===== config.mk =====
export PLATFORM = sky130hd
export DESIGN_NAME = bus_router
export DESIGN_NICKNAME = d
export VERILOG_FILES = /design/src/rtl/bus_router.sv
export SDC_FILE = /design/constraint.sdc
export NUM_CORES = 1
export LEC_CHECK = 0
export CAP_MARGIN = 20
export CORE_AREA = 2 2 119 121
export DETAILED_ROUTE_END_ITERATION = 6
export DIE_AREA = 0 0 121 123
export PLACE_DENSITY = 0.81
export SLEW_MARGIN = 0
export SYNTH_ARGS = -nofsm -noshare
export SYNTH_HDL_FRONTEND = slang
export SYNTH_SLANG_ARGS = --single-unit

===== constraint.sdc =====
create_clock -name clock -period 5.7 [get_ports clock]
set_input_delay 1.425 -clock clock [delete_from_list [all_inputs] [get_ports clock]]
set_output_delay 1.425 -clock clock [all_outputs]
set_load 0.02 [all_outputs]

===== src/rtl/bus_router.sv =====
// Single-master to NSLV-slave memory router: registers each request, decodes it to one
// slave window, translates the address and returns only that slave's response.
module bus_router #(
  parameter int                  NSLV      = 4,
  parameter logic [NSLV*32-1:0]  BASE_ADDR = {32'h8000_0000, 32'h1000_0000, 32'h0200_0000, 32'h0000_0000},
  parameter logic [NSLV*32-1:0]  TOP_ADDR  = {32'h8010_0000, 32'h1000_1000, 32'h0200_C000, 32'h0010_0000},
  parameter int                  TIMEOUT   = 1024
) (
  input  logic                 clock,
  input  logic                 reset,
  input  logic                 memory_valid,
  input  logic                 memory_instr,
  input  logic [31:0]          memory_addr,
  input  logic [31:0]          memory_wdata,
  input  logic [3:0]           memory_wstrb,
  output logic [31:0]          memory_rdata,
  output logic                 memory_ready,
  output logic                 memory_error,
  output logic [NSLV-1:0]      slv_valid,
  output logic                 slv_instr,
  output logic [31:0]          slv_addr,
  output logic [31:0]          slv_wdata,
  output logic [3:0]           slv_wstrb,
  input  logic [NSLV*32-1:0]   slv_rdata,
  input  logic [NSLV-1:0]      slv_ready
);

  localparam int SW = (NSLV > 1) ? $clog2(NSLV) : 1;
  localparam int CW = (TIMEOUT > 1) ? $clog2(TIMEOUT) : 1;

  typedef enum logic [1:0] {IDLE, BUSY, ERR} state_t;

  state_t         state;
  logic [SW-1:0]  sel;
  logic           instr_q;
  logic [31:0]    addr_q;
  logic [31:0]    wdata_q;
  logic [3:0]     wstrb_q;
  logic [CW-1:0]  count;

  logic           hit;
  logic [SW-1:0]  hit_idx;
  logic [31:0]    hit_base;
  logic           sel_ready;
  logic [31:0]    sel_rdata;
  logic           timeout_hit;

  // Scanning from the highest index down lets the lowest overlapping window win.
  always_comb begin
    hit      = 1'b0;
    hit_idx  = '0;
    hit_base = '0;
    for (int i = NSLV - 1; i >= 0; i--) begin
      if (memory_addr >= BASE_ADDR[i*32 +: 32] && memory_addr < TOP_ADDR[i*32 +: 32]) begin
        hit      = 1'b1;
        hit_idx  = SW'(i);
        hit_base = BASE_ADDR[i*32 +: 32];
      end
    end
  end

  assign sel_ready   = slv_ready[sel];
  assign sel_rdata   = slv_rdata[sel*32 +: 32];
  assign timeout_hit = (TIMEOUT != 0) && (count == CW'(TIMEOUT - 1));

  always_ff @(posedge clock or posedge reset) begin
    if (reset) begin
      state   <= IDLE;
      sel     <= '0;
      instr_q <= 1'b0;
      addr_q  <= '0;
      wdata_q <= '0;
      wstrb_q <= '0;
      count   <= '0;
    end else begin
      case (state)
        IDLE: begin
          if (memory_valid) begin
            if (hit) begin
              sel     <= hit_idx;
              instr_q <= memory_instr;
              addr_q  <= memory_addr - hit_base;
              wdata_q <= memory_wdata;
              wstrb_q <= memory_wstrb;
              count   <= '0;
              state   <= BUSY;
            end else begin
              state   <= ERR;
            end
          end
        end
        BUSY: begin
          count <= count + CW'(1);
          if (sel_ready || timeout_hit) state <= IDLE;
        end
        ERR:     state <= IDLE;
        default: state <= IDLE;
      endcase
    end
  end

  // A slave's ready completes the transfer in the same cycle, and wins over a coincident timeout.
  always_comb begin
    memory_ready = 1'b0;
    memory_error = 1'b0;
    memory_rdata = '0;
    slv_valid    = '0;
    case (state)
      BUSY: begin
        slv_valid = NSLV'(1) << sel;
        if (sel_ready) begin
          memory_ready = 1'b1;
          memory_rdata = sel_rdata;
        end else if (timeout_hit) begin
          memory_ready = 1'b1;
          memory_error = 1'b1;
        end
      end
      ERR: begin
        memory_ready = 1'b1;
        memory_error = 1'b1;
      end
      default: ;
    endcase
  end

  assign slv_instr = instr_q;
  assign slv_addr  = addr_q;
  assign slv_wdata = wdata_q;
  assign slv_wstrb = wstrb_q;

endmodule


==> results.md, run 1 <==
- Cts hold-fix bufs: 0
- Largest net degree at the start of global routing: 78
- Worst min path class: flop to flop
- First-pass GRT wire length: 23.8 mm
- Final WL: around 15 mm
- Setup_tns: 0 ns
- Via/cell ratio: 5.13
- Die Area: between 0.01 and 0.015 mm2
- Core area: 0.0136 mm2
- DRC: 0
- # Max-Cap Violations: 0
- Met2 Wirelength: 7.92 mm
- RSZ-0062 raised after global routing: no
- Crit-path max FO: 35
- Core Rows: 43
- Max clock buf depth: 2
- Die H: 123 um
- Number of gates resized after cts: 0
- Multi-input gate area: 0.00238 mm2
- Clock Latency Late Sink: 0.33 ns
- Worst Skew: around 0.0094 ns
- Post-DP HPWL: 12.4 mm
- Die width: between 100 and 150 um
- Register area: ~0.0021 mm2
- Clk slew on worst S/H paths: 0.06 ns
- Worst-Margin Slew: 0.879 ns
- Fin area: between 0.008 and 0.009 mm2
- Yosys Warn Count: 0
- Post-CTS setup buffers: 0
- Clock buffer count from CTS: 9
- CTS tree: yes
- CTS root buf: clkbuf_16
- Crit path capture type: output port
- Detail Route Antenna Nets: 0
- Max Transition Viols Final: 0
- Final hold vios: 0
- Syn Area/Cell: 12.8 um2
- Number of synthesized flops with an enable pin: 0
- Clock Sinks: 83
- GRT Residual Overflow: 0
- Share of cells above drive strength 1: 17.9%
- Via Count: 4332
- Setup crit start kind: primary input
- Dpl ws: 0.710 ns
- CTS HTree Levels: 3
- LEAKAGE: 3.50 nW
- Post-synthesis register bit count: 83
- Synthesis-to-layout area growth: 77.2%
- WP data arrival: 3.57 ns
- Syn nets: roughly 570
- Seq/Total Area, Yosys: between 40 and 50%
- Placed Area: between 0.007 and 0.008 mm2
- First drt pass iteration count: 4
- Part of the cycle the worst path needs: 87.5%
- Wire per inst: ~18 um
- Synth async-reset ratio: between 90% and 100%
- Outcome: completed
- DR iter-0 viols: 149
- Final worst setup slack: between 0.7 and 0.8 ns
- GRT Overall Usage: 20.7%
- Top Metal Used: met4
- FMAX: 0.200 GHz
- Initial antenna violation count: 1
- Yosys top cell by area: dfrtp_1
- Final GP Congestion: approximately 0.90
- CP Class: primary input to output port
- PD cells: 177 mW/mm2
- Peak VDD IR: 198 uV
- Netlist cell types: 45
- DRT met1 WL: 5.65 mm
- Number of global-route vias before repair: 4622
- Met3 wire length: 1.51 mm
- Syn Inst Count: ~360
- Initial core utilization: roughly a third
- Slew HR: 41.4%
- Buffers on Ports: 310
- Synthesized area: 0.00463 mm2
- Io pins: approximately 310
- Final count of negative-setup-slack endpoints: 0
- Top cells by area, synth: dfrtp_1, mux4_2, mux2_2
- Post-route insts no fill: 845
- Final Critical Period: 4.99 ns
- Synth Flop Type: dfrtp_1
- Top cell type's share of synthesized area: ~45%
- Fin Hold WS: 0.485 ns
- Fin nets: 870
- Critical Path RT: 4.28 ns
- Dpl cells: about 830
- FILL cells: around 1100
placed cells by master (no fill, tap or decap), types with 7 or more instances in the layout:
cell               n
mux2_2            58
dfrtp_1           82
nand3_1            7
clkbuf_16          9
o21ai_0            8
mux4_2            33
and3_1            38
nor3_1             7
nor2_1            11
inv_1              8
ha_1               7
clkdlybuf4s50_1  310
a21oi_1            7
nand2_1           14
through the flow:
step | util [%] | power [mW]
2_1_floorplan | - | 0.663
3_3_place_gp | 57.8 | 0.827
3_5_place_dp | 57.8 | 0.831
4_1_cts | 60.2 | 1.47
5_1_grt | 60.2 | 1.51
6_report | 60.2 | 1.45
cells in the mapped netlist (3+ instances only):
library cell and count:
nor3b_1 3, dfrtp_1 83, clkbuf_1 15, nand2_1 14
nand3_1 7, nor4_1 3, a21oi_1 7, inv_1 9
mux4_2 33, nor3_1 7, nor2_1 11, ha_1 7
buf_2 10, and3_1 38, a221o_1 6, and2_1 5
o21ai_0 8, mux2_2 58
where the power goes:
part | internal, mW | switching [mW] | total [mW]
clock | 0.399 | 0.234 | 0.633
sequential | 0.593 | 0.00273 | 0.596
combinational | 0.157 | 0.0666 | 0.223
total | 1.15 | 0.303 | 1.45
kinds of logic (layout without fill, tap and decap cells):
group                    count (synthesis)  in the layout  share of synthesized area [%]
AO/OA/AOI/OAI                           37             37                           5.90
XOR/XNOR                                 4              4                          0.757
other                                    0              1                              0
buffers and inverters                   37            340                           3.60
multiplexers                            91             91                           30.2
adder cells (fa/ha/maj)                  7              7                           1.89
flip-flops                              83             83                           44.9
AND/OR/NAND/NOR                        102            102                           12.8
per-layer routing:
metal	track usage, %	up-vias
li1	-	1971
met1	23.7	2117
met2	36.3	221
met3	6.64	23
met4	7.78	0
met5	0	-
worst max-delay path: stages:
cell	delay (ns)
clkdlybuf4s50_1	0.39
mux4_2	0.74
nor2_1	0.17
a21oi_1	0.09
nor2b_1	0.13
clkdlybuf4s50_1	0.61
sequential cells by signal, indices dropped and copies added (netlist names):
signal     cells
slv_instr      1
state          2
slv_wdata     32
sel            2
count         10
slv_wstrb      4
slv_addr      32
layout make-up:
type                       count  share of cell area [%]
tap                          180                    2.75
clock inverter                 6                    1.14
antenna                        1                  0.0305
sequential                    83                    25.3
inverter                       9                   0.427
timing repair buffer         315                    38.3
clock buffer                  10                    2.91
multi-input combinational    241                    29.1
path summary, 6_finish.rpt:
check | start | to | slack, ns | depth (start not counted)
max | slv_ready[3] | memory_error | 0.71 | 6
min | slv_addr[21] | slv_addr[21] | 0.48 | 1
max reg2reg | state[0] | slv_wdata[6] | 3.26 | 7
min reg2reg | slv_addr[21] | slv_addr[21] | 0.48 | 1
max in group asynchronous | reset | slv_wdata[28] | 3.19 | 3
min in group asynchronous | reset | slv_wdata[1] | 1.51 | 2
No activity file was read; power rests on OpenSTA's default activity.
==> run 2: changes to the inputs <==
SLEW_MARGIN = not set   (was 0)
==> results of run 2 <==
No change in the layout: final DEF, timing and power equal those of run 1.
